--- config.mk ---
export PLATFORM = sky130hd
export DESIGN_NAME = serial_add_ctrl
export DESIGN_NICKNAME = d
export VERILOG_FILES = /design/src/rtl/serial_add_ctrl_pkg.sv /design/src/rtl/serial_add_ctrl_fa.sv /design/src/rtl/serial_add_ctrl.sv
export SDC_FILE = /design/constraint.sdc
export NUM_CORES = 1
export LEC_CHECK = 0
export ABC_CLOCK_PERIOD_IN_PS = 2800
export BUFFER_PORTS_ARGS = -buffer_cell sky130_fd_sc_hd__buf_2
export CORE_AREA = 2 2 66 68
export CTS_CLUSTER_DIAMETER = 30
export DETAILED_ROUTE_END_ITERATION = 6
export DIE_AREA = 0 0 68 70
export PLACE_DENSITY = 0.58
export SYNTH_ARGS = -nofsm -noshare
export SYNTH_HDL_FRONTEND = slang
export SYNTH_HIERARCHICAL = 1
export SYNTH_SLANG_ARGS = --single-unit
--- constraint.sdc ---
create_clock -name clk -period 2.8 [get_ports clk]
set_input_delay 0.28 -clock clk [delete_from_list [all_inputs] [get_ports clk]]
set_output_delay 0.28 -clock clk [all_outputs]
set_load 0.05 [all_outputs]
--- src/rtl/serial_add_ctrl_pkg.sv ---
// Project constants shared by the serial adder controller and its bench.
// Holds the FSM state encoding and the bit-counter sizing helper.
// No ports; imported with import serial_add_ctrl_pkg::*.
package serial_add_ctrl_pkg;

   typedef enum logic [1:0] {
      IDLE = 2'd0,
      RUN  = 2'd1,
      DONE = 2'd2
   } state_t;

   // One extra bit so the count after the last bit (== width) is representable.
   function automatic int cnt_width(input int w);
      return $clog2(w) + 1;
   endfunction

endpackage

--- src/rtl/serial_add_ctrl_fa.sv ---
// Purpose: single-bit full adder used as the serial adder's arithmetic slice.
// Latency: combinational. Backpressure: none.
// Ports: a, b, cin (bit inputs) -> s (sum bit), cout (carry out).
module fullAdder (
   input  logic a,
   input  logic b,
   input  logic cin,
   output logic s,
   output logic cout
);

   assign s    = a ^ b ^ cin;
   assign cout = (a & b) | (cin & (a ^ b));

endmodule

--- src/rtl/serial_add_ctrl.sv ---
// Purpose: bit-serial {cout,sum} = a + b + cin, LSB first, one bit per clock.
// Latency: WIDTH cycles in RUN plus one DONE cycle; start is ignored while busy.
// Ports: clk, rst (sync, active-high), start, a, b, cin in; busy, done, sum, cout out.
module serial_add_ctrl
   import serial_add_ctrl_pkg::*;
#(
   parameter int WIDTH = 8
) (
   input  logic             clk,
   input  logic             rst,
   input  logic             start,
   input  logic [WIDTH-1:0] a,
   input  logic [WIDTH-1:0] b,
   input  logic             cin,
   output logic             busy,
   output logic             done,
   output logic [WIDTH-1:0] sum,
   output logic             cout
);

   localparam int            CW   = cnt_width(WIDTH);
   localparam logic [CW-1:0] LAST = CW'(WIDTH - 1);

   state_t           state;
   state_t           state_nxt;
   logic [WIDTH-1:0] a_q;
   logic [WIDTH-1:0] b_q;
   logic [WIDTH-1:0] res_q;
   logic [WIDTH-1:0] res_nxt;
   logic             carry_q;
   logic [CW-1:0]    cnt;
   logic             a_bit;
   logic             b_bit;
   logic             fa_s;
   logic             fa_cout;

   // Bit select by counter, written as a compare loop so the counter's
   // extra terminal-count bit never widens the index.
   always_comb begin
      a_bit   = 1'b0;
      b_bit   = 1'b0;
      res_nxt = res_q;
      for (int i = 0; i < WIDTH; i++) begin
         if (cnt == CW'(i)) begin
            a_bit      = a_q[i];
            b_bit      = b_q[i];
            res_nxt[i] = fa_s;
         end
      end
   end

   fullAdder u_fa (
      .a    (a_bit),
      .b    (b_bit),
      .cin  (carry_q),
      .s    (fa_s),
      .cout (fa_cout)
   );

   // State register
   always_ff @(posedge clk) begin
      if (rst) begin
         state <= IDLE;
      end else begin
         state <= state_nxt;
      end
   end

   // Next state and status outputs
   always_comb begin
      state_nxt = state;
      busy      = 1'b0;
      done      = 1'b0;
      case (state)
         IDLE: begin
            if (start) begin
               state_nxt = RUN;
            end
         end
         RUN: begin
            busy = 1'b1;
            if (cnt == LAST) begin
               state_nxt = DONE;
            end
         end
         DONE: begin
            busy      = 1'b1;
            done      = 1'b1;
            state_nxt = IDLE;
         end
         default: begin
            state_nxt = IDLE;
         end
      endcase
   end

   // Datapath: operands are captured only on an accepted start, so later
   // changes on a/b/cin and restarts while busy have no effect.
   always_ff @(posedge clk) begin
      if (rst) begin
         a_q     <= '0;
         b_q     <= '0;
         res_q   <= '0;
         carry_q <= 1'b0;
         cnt     <= '0;
      end else begin
         case (state)
            IDLE: begin
               if (start) begin
                  a_q     <= a;
                  b_q     <= b;
                  carry_q <= cin;
                  res_q   <= '0;
                  cnt     <= '0;
               end
            end
            RUN: begin
               res_q   <= res_nxt;
               carry_q <= fa_cout;
               cnt     <= cnt + CW'(1);
            end
            default: begin
            end
         endcase
      end
   end

   assign sum  = res_q;
   assign cout = carry_q;

endmodule
* After elaboration in Yosys (flattened, before gate mapping) *
Cells that the tools add are included.
W data, S select, Z words.

storage, ports and cells
  output and inout bits = 11
  input port bits = 20
  word-level logic and storage cells = 87
  register bits = 31

cells by class
  reductions and logical operators = 15
  add/subtract/negate cells = 1
  bitwise gates (word level) = 5
  equality and inequality tests = 18
  multiplexer cells = 35

operators with widths
  operator               number
  $mux W1                27
  $reduce_and A3 Y1      8
  $ne A2 B2 Y1 const B   9
  $eq A4 B3 Y1 const B   4
  $pmux W8 S2            1
  $eq A4 B2 Y1 const B   2
  $mux W8                1
  $pmux W4 S2            1
  $reduce_and A2 Y1      3
  $add A4 B1 Y4 const B  1
  $eq A4 B1 Y1 const B   1
  $logic_not A4 Y1       1
  $mux W2                2
  $mux W4                1
  $pmux W2 S2            1
  $and A1 B1 Y1          2
  $eq A2 B1 Y1 const B   1
  $eq A2 B2 Y1 const B   1
  $logic_not A2 Y1       1
  $pmux W1 S2            1
  $reduce_bool A2 Y1     1
  $reduce_or A2 Y1       1
  $xor A1 B1 Y1          2
  $or A1 B1 Y1           1

* Depth between registers and ports, before layout *
Gate-level depths: netlist of the first run.

  depth in word-level cells = 13
  depth in mapped cells = 11
  gate-level depth less buffers = 10

* Modules after synthesis *
The synthesis of the first run kept the hierarchy.

by module, submodules not included
  module           instances  seq. area each (sq um)  cells an instance  area each (sq um)
  serial_add_ctrl  1          620.6                   195                1,531.5
  fullAdder        1          0.0                     1                  20.0

* Worst setup path after synthesis of the first run *
Ideal clock, no wire load.

  kind = register to register
  from = register cnt[0]
  to = register res_q[5], in the netlist sum[5]
  setup time = 0.129 ns
  required time = 2.671 ns
  buffers on the path = 1
  stages on the path, launching flop included = 11
  path slack = 0.276 ns
  arrival time = 2.396 ns
  period minus slack after synthesis = 2.524 ns
  cells stage by stage = dfxtp_1 -> inv_1 -> ha_1 -> clkbuf_1 -> a2111oi_0 -> a221oi_1 -> o22ai_1 -> fa_1 -> and4_1 -> a32oi_1 -> nor2_1

on the way
  cells in the longest elaborated chain, start to end = 13
  elaborated cells between the ends (all ways) = 30
  classes of those cells = 8 x eq/ne; 18 x mux; 2 x bitwise; 2 x reduce/logical

ends and longest elaborated chain
  element                         RTL line                  RTL
  from (decl)                     serial_add_ctrl.sv:31     logic [CW-1:0] cnt;
  from (signal assigned)          serial_add_ctrl.sv:120    cnt <= cnt + CW'(1);
  $logic_not A4 Y1                serial_add_ctrl.sv:44     if (cnt == CW'(i)) begin
  $mux W1 (7 in a row)            serial_add_ctrl.sv:44
  $mux W1 (*)                     serial_add_ctrl.sv:44
  named net a_bit                 serial_add_ctrl.sv:32     logic a_bit;
  $xor A1 B1 Y1 (*) (2 in a row)  serial_add_ctrl_fa.sv:12  assign s = a ^ b ^ cin;
  named net fa_s                  serial_add_ctrl.sv:34     logic fa_s;
  $mux W1 (*)                     serial_add_ctrl.sv:44
  $pmux W8 S2 (*)                 serial_add_ctrl.sv:107    case (state)
  to (signal assigned)            serial_add_ctrl.sv:118    res_q <= res_nxt;
  to (decl)                       serial_add_ctrl.sv:28     logic [WIDTH-1:0] res_q;

Mark *: on every way through the listed nets, which the timed path passes. The rest lies on a longest branch. The select of a mux whose other input is x is not followed.
A chain may end at the register's enable or synchronous reset.

* Worst setup path in the final report of the first run *
  from = register cnt[0]
  to = register res_q[2], in the netlist sum[2]

on the way
  cells in the longest elaborated chain, start to end = 13
  elaborated cells between the ends (all ways) = 30
  classes of those cells = 8 x eq/ne; 18 x mux; 2 x bitwise; 2 x reduce/logical

ends and longest elaborated chain
  element                         RTL line                  RTL
  $logic_not A4 Y1                serial_add_ctrl.sv:44
  $mux W1 (7 in a row)            serial_add_ctrl.sv:44
  $mux W1 (*)                     serial_add_ctrl.sv:44
  named net b_bit                 serial_add_ctrl.sv:33     logic b_bit;
  $xor A1 B1 Y1 (*) (2 in a row)  serial_add_ctrl_fa.sv:12
  named net fa_s                  serial_add_ctrl.sv:34
  $mux W1 (*)                     serial_add_ctrl.sv:44
  $pmux W8 S2 (*)                 serial_add_ctrl.sv:107

Marked as above.

==> results.yml, run 1 <==
layout:
  fillerInstances: 455
  layout-area-overhead-vs-synth_pct: 18.3
  final-instance-count-excl-fill: 278
  insertedDiodeCount: 0
  total_nets_final: 254
  layout_commonest_cell: "sky130_fd_sc_hd__nand2_1"
  final_layout_size_suffix_gt1_share_pct: 22.1
  multi_input_area_um2: 865
  layout.cells.most_common_list: "sky130_fd_sc_hd__nand2_1, sky130_fd_sc_hd__dfxtp_1, sky130_fd_sc_hd__buf_2, sky130_fd_sc_hd__a21oi_1, sky130_fd_sc_hd__nor2_1"
  register_area_um2: 622
critical_path:
  cp.required_ps: 3010
  setup.worst_path.start: "cnt[0]"
  critPathMaxStageDelay_ps: 600
  crit_family: "adder cells"
  timing.reg2reg.setup_slack_ps: 250
  path_class: "flip-flop to flip-flop"
  critical_path.n_buffers_inverters: 2
  cp.arrival_ps: 2770
  critical_path.startpoint_type: "flip-flop"
  endpoint_kind: "flip-flop"
  timing.critical_path.fanout_max: 5
  crit_chain: "inv_1 -> ha_1 -> buf_4 -> and3_1 -> a221oi_1 -> o22ai_1 -> fa_1 -> nand2_1 -> mux2_2 -> nor2_1"
  slowest_stage: "sky130_fd_sc_hd__fa_1"
  crit-reg2reg-launch: "cnt[0]"
floorplan:
  boundaryPins: 31
  dieArea_um2: 4760
  core.rowCount: 24
  die_height_um: 70
  die_w_um: 68
  floorplan.core_area_um2: 4140
  initial_utilization_pct: 37.4
sta:
  final_critical_path_setup_slack_ps: 248
  min_period_over_period_pct: 91.1
  fin_crit_ps: 2550
  unrepaired_setup_endpoints_after_global_routing: "false"
  tightest_slew_ps: 580
  fin_hold_ws_ps: 229
  timing_max_transition_violations_final: 0
  slew-limit-headroom_pct: 61.3
  fmax_mhz: 392
  finalSetupTns_ps: 0
  setup_violations: 0
  hold_viol: 0
  worst_clock_skew_ps: 9.72
placement:
  placed_cells: 270
  numPortBuffers: 30
  pre_cts_ws_ps: 76.9
  dp.final_hpwl_um: 2450
  globalplace.congestion: 0.784
drt:
  drt-total-wl_um: 3480
  route.vias.total: 1394
  wire_per_inst_um: 12.5
  detail_route.first_pass.iterations: 5
  route.antenna.remaining_nets: 0
  post_drt_via_cell_ratio: 5.01
  drc: 0
  detail_route.iter0.violations: 76
synthesis:
  synthesis.nets: 225
  mappedNetlistArea_um2: 1550
  yosys_warnings: 6
  post_synthesis_async_set_or_reset_flop_share_pct: 0
  number_of_synthesized_flops_with_an_enable_pin: 0
  postSynth.topFlopCell: "sky130_fd_sc_hd__dfxtp_1"
  synth_cell_type_count: 32
  postSynthAreaPerCell_um2: 7.92
  synth-seq-cells: 31
  sequential_element_share_of_the_synthesized_area_pct: 40.0
  synthCells: 196
cts:
  cts_tree: "built"
  cts_bufs_inserted: 5
  ctsLongestPathBuffers: 2
  cts.repair_timing.setup_buffer_count: 0
  cts_htree_levels: 2
  clk_transition_reported_paths_ps: 60
  insertion_delay_ps: 280
  clock_sink_count: 31
  clock_tree.root_cell: "sky130_fd_sc_hd__clkbuf_8"
run:
  cap_viol_max_count: 0
min_path:
  worst_hold_class: "input pin to flip-flop"
  holdCritStartpoint: "a[4]"
grt:
  grt_first_pass_wirelength_um: 5900
  antenna_violations_before_repair: 0
  grt_max_degree: 32
  via_count_of_the_first_global_routing_pass: 1335
  grt_use_total_pct: 16.0
  global_route.overflow_total: 0
pwr:
  power_per_cell_area_nw_per_um2: 567
  total_leakage_power_nw: 0.742
  peakVddDrop_mv: 0.235
  post-layout-total-power_mw: 1.04
run_status:
  run_status: "complete, no violations"
per-stage QoR:
step	area [um2]	utilization (%)
6_report	1840	44.3
5_1_grt	1840	44.3
4_1_cts	1820	44.0
3_5_place_dp	1740	42.0
3_3_place_gp	1740	42.0
2_1_floorplan	1550	-
what timing repair did:
action                     CTS  global route
setup endpoints to repair    0             8
resized for setup            0             5
hold buffers                 0             0
final timing paths:
| path | cells after the start | to |
|---|---|---|
| max | 10 | sum[2] |
| min reg2reg | 2 | a_q[3] |
| min | 3 | a_q[4] |
| max reg2reg | 10 | sum[2] |
routing by layer:
layer / GRT usage, % / share of wire, % / wire length [um] / vias up
met2: 23.6 / 43 / 1500 / 34
met4: 5.33 / 1.3 / 44 / 0
met5: 0 / 0 / 0 / -
li1: - / - / - / 728
met3: 4.51 / 4.7 / 162 / 5
met1: 22.1 / 51 / 1770 / 627
where the power goes:
part           internal [mW]  switching, mW
logic                 0.0766          0.142
registers              0.468         0.0177
clock network          0.174          0.163
total                  0.718          0.322
synthesized netlist by cell type, types with 2 or more instances:
cell                       instances  area, um2
sky130_fd_sc_hd__a21oi_1          25        125
sky130_fd_sc_hd__a221oi_1          2       17.5
sky130_fd_sc_hd__a31oi_1           2       12.5
sky130_fd_sc_hd__a32oi_1           4       35.0
sky130_fd_sc_hd__and3_1            2       12.5
sky130_fd_sc_hd__buf_2             2       10.0
sky130_fd_sc_hd__clkbuf_1          9       33.8
sky130_fd_sc_hd__dfxtp_1          31        621
sky130_fd_sc_hd__ha_1              8        100
sky130_fd_sc_hd__inv_1             6       22.5
sky130_fd_sc_hd__mux2_2            2       22.5
sky130_fd_sc_hd__mux2_4            2       30.0
sky130_fd_sc_hd__mux2i_1           2       20.0
sky130_fd_sc_hd__nand2_1          45        169
sky130_fd_sc_hd__nand2b_1          4       25.0
sky130_fd_sc_hd__nand3_1           7       35.0
sky130_fd_sc_hd__nand3b_1          3       22.5
sky130_fd_sc_hd__nand4_1           3       18.8
sky130_fd_sc_hd__nor2_1           14       52.6
sky130_fd_sc_hd__nor2b_1           2       12.5
sky130_fd_sc_hd__nor3_1            4       20.0
sky130_fd_sc_hd__o21ai_0           5       25.0
sky130_fd_sc_hd__o22ai_1           2       12.5
sky130_fd_sc_hd__xor2_1            2       17.5
registers in the layout (all words and copies together) (netlist names):
name   count
a_q        8
b_q        8
state      2
sum        8
cout       1
cnt        4
worst register-to-register path, stage by stage, from the launching register on:
cell and delay [ps]:
sky130_fd_sc_hd__dfxtp_2 360, sky130_fd_sc_hd__inv_1 80, sky130_fd_sc_hd__ha_1 240, sky130_fd_sc_hd__buf_4 160
sky130_fd_sc_hd__and3_1 180, sky130_fd_sc_hd__a221oi_1 220, sky130_fd_sc_hd__o22ai_1 140, sky130_fd_sc_hd__fa_1 600
sky130_fd_sc_hd__nand2_1 120, sky130_fd_sc_hd__mux2_2 300, sky130_fd_sc_hd__nor2_1 70
final cells by class:
cell class,instances,share of cell area [%]
clock inverter,1,0.273
inverter,6,1.23
tap,52,3.54
clock buffer,7,4.16
sequential,31,33.9
multi-input combinational,147,47.1
timing repair buffer,34,9.82
logic make-up (layout without fill, tap and decap cells):
kind of cell | Yosys count | in the layout | synth area share, %
AO/OA/AOI/OAI | 42 | 42 | 15.7
flip-flops | 31 | 31 | 40.0
XOR/XNOR | 2 | 2 | 1.13
buffers and inverters | 18 | 48 | 5.00
adder cells (fa/ha/maj) | 9 | 9 | 7.74
multiplexers | 6 | 6 | 4.68
AND/OR/NAND/NOR | 88 | 88 | 25.7
(Power assumes the default switching activity.)
==> run 2: changes to the inputs <==
--- a/config.mk
+++ b/config.mk
@@ -5,13 +5,14 @@
 export SDC_FILE = /design/constraint.sdc
 export NUM_CORES = 1
 export LEC_CHECK = 0
-export ABC_CLOCK_PERIOD_IN_PS = 2800
+export ABC_CLOCK_PERIOD_IN_PS = 2300
 export BUFFER_PORTS_ARGS = -buffer_cell sky130_fd_sc_hd__buf_2
 export CORE_AREA = 2 2 66 68
 export CTS_CLUSTER_DIAMETER = 30
 export DETAILED_ROUTE_END_ITERATION = 6
 export DIE_AREA = 0 0 68 70
-export PLACE_DENSITY = 0.58
+export PLACE_DENSITY = 0.6
+export RECOVER_POWER = 50
 export SYNTH_ARGS = -nofsm -noshare
 export SYNTH_HDL_FRONTEND = slang
 export SYNTH_HIERARCHICAL = 1
==> constraint.sdc (replaced) <==
create_clock -name clk -period 2.3 [get_ports clk]
set_input_delay 0.23 -clock clk [delete_from_list [all_inputs] [get_ports clk]]
set_output_delay 0.23 -clock clk [all_outputs]
set_load 0.05 [all_outputs]
==> run 2 against run 1 <==
Effect of this change:
- sequential power up 22%
- utilization up 6.3 points
- global-route usage up 1.4 points
- clock power up 89%
- fmax up 11%
- die area unchanged
- critical path depth down 1
- critical endpoint is now sum[6]
- register-to-register slack worse by 250 ps
==> results.yml, run 2 (same netlist as run 1, synthesis figures left out) <==
run_status:
  run_status: "complete, no violations"
layout:
  fillerInstances: 425
  fin_area_um2: 2100
  layout-area-overhead-vs-synth_pct: 35.2
  multi_input_area_um2: 953
  layout.cells.most_common_list: "sky130_fd_sc_hd__nand2_1, sky130_fd_sc_hd__dfxtp_1, sky130_fd_sc_hd__a21oi_1, sky130_fd_sc_hd__buf_2, sky130_fd_sc_hd__buf_4"
  final-instance-count-excl-fill: 294
  insertedDiodeCount: 0
  layout_commonest_cell: "sky130_fd_sc_hd__nand2_1"
  utilization_pct: 50.6
  register_area_um2: 628
  final_layout_size_suffix_gt1_share_pct: 29.3
  total_nets_final: 270
sta:
  finalSetupTns_ps: 0
  slew-limit-headroom_pct: 46.1
  tightest_slew_ps: 808
  timing_max_transition_violations_final: 0
  unrepaired_setup_endpoints_after_global_routing: "true"
  fin_crit_ps: 2300
  fmax_mhz: 435
  worst_clock_skew_ps: 3.92
  final_critical_path_setup_slack_ps: 0.216
  hold_viol: 0
  setup_violations: 0
  fin_hold_ws_ps: 181
  min_period_over_period_pct: 100
drt:
  route.antenna.remaining_nets: 0
  drt-total-wl_um: 3850
  route.vias.total: 1492
  wire_per_inst_um: 13.1
  detail_route.first_pass.iterations: 4
  drc: 0
  post_drt_via_cell_ratio: 5.07
  detail_route.iter0.violations: 83
critical_path:
  timing.critical_path.fanout_max: 8
  endpoint_kind: "flip-flop"
  path_class: "flip-flop to flip-flop"
  cp.required_ps: 2450
  critical_path.startpoint_type: "flip-flop"
  cp.arrival_ps: 2450
cts:
  clock_sink_count: 31
  clk_transition_reported_paths_ps: 70
  cts_htree_levels: 2
  postCtsHoldBufs: 0
  ctsLongestPathBuffers: 2
  cts_tree: "built"
  clock_tree.root_cell: "sky130_fd_sc_hd__clkbuf_8"
  cts_bufs_inserted: 5
  insertion_delay_ps: 280
grt:
  via_count_of_the_first_global_routing_pass: 1415
  antenna_violations_before_repair: 0
  grt_use_total_pct: 17.4
  global_route.overflow_total: 0
  grt_max_degree: 32
  grt_first_pass_wirelength_um: 6280
placement:
  numPortBuffers: 30
  placed_cells: 282
  placement.cell_area_um2: 1860
  dp.final_hpwl_um: 2600
  pre_cts_ws_ps: -159
  globalplace.congestion: 0.793
pwr:
  peakVddDrop_mv: 0.355
  total_leakage_power_nw: 0.822
  post-layout-total-power_mw: 1.55
  power_per_cell_area_nw_per_um2: 741
floorplan:
  boundaryPins: 31
  die_w_um: 68
  floorplan.core_area_um2: 4140
  core.rowCount: 24
  die_height_um: 70
  initial_utilization_pct: 37.4
  dieArea_um2: 4760
run:
  cap_viol_max_count: 0
min_path:
  worst_hold_class: "input pin to flip-flop"
run 2: changes by cell type in the layout (fill, tap and decap cells not counted), moves of 3 or more:
cell	change
sky130_fd_sc_hd__buf_4	+15
sky130_fd_sc_hd__buf_2	-11
sky130_fd_sc_hd__clkbuf_1	+10
sky130_fd_sc_hd__ha_4	+3
sky130_fd_sc_hd__inv_1	-3
run 2: critical path, cell delays in order (launching register included):
cell	delay, ps
sky130_fd_sc_hd__dfxtp_4	390
sky130_fd_sc_hd__inv_4	60
sky130_fd_sc_hd__ha_4	200
sky130_fd_sc_hd__a2111oi_4	310
sky130_fd_sc_hd__a221oi_2	100
sky130_fd_sc_hd__o22ai_2	180
sky130_fd_sc_hd__fa_2	510
sky130_fd_sc_hd__and4_4	200
sky130_fd_sc_hd__a32oi_1	160
sky130_fd_sc_hd__nor2_1	60
run 2: metal layers:
layer / track usage (%) / share of wire (%) / wire length, um / up-vias
met5: 0 / 0 / 0 / -
met4: 6.00 / 1.0 / 39 / 0
met3: 5.80 / 4.2 / 160 / 4
met2: 25.1 / 46 / 1760 / 30
met1: 23.9 / 49 / 1880 / 695
li1: - / - / - / 763
run 2: final timing paths:
check / startpoint / end / slack [ps] / depth (start not counted)
setup / recovery: cnt[0] / sum[6] / 0.2 / 9
hold / removal: b[0] / b_q[0] / 180 / 3
setup reg to reg: cnt[0] / sum[6] / 0.2 / 9
hold reg to reg: b_q[6] / b_q[6] / 460 / 2
run 2: layout make-up:
type / count / share of cell area, %
Clock buffer: 6 / 3.46
Clock inverter: 2 / 2.86
Inverter: 6 / 1.31
Multi-Input combinational cell: 147 / 45.5
Sequential cell: 31 / 30.0
Tap cell: 52 / 3.10
Timing Repair Buffer: 50 / 13.8
run 2: report_power, final:
group / total [mW] / switching (mW) / internal (mW) / leakage (nW)
combinational: 0.323 / 0.194 / 0.130 / 0.502
sequential: 0.594 / 0.0251 / 0.568 / 0.254
clock: 0.637 / 0.204 / 0.433 / 0.0654
run 2: repair_timing:
action | 4_1_cts | 5_1_grt
setup endpoints to repair | 7 | 8
buffers inserted | 4 | 0
pin swaps | 9 | 7
gates resized for setup | 15 | 8
hold endpoints to repair | 0 | 0
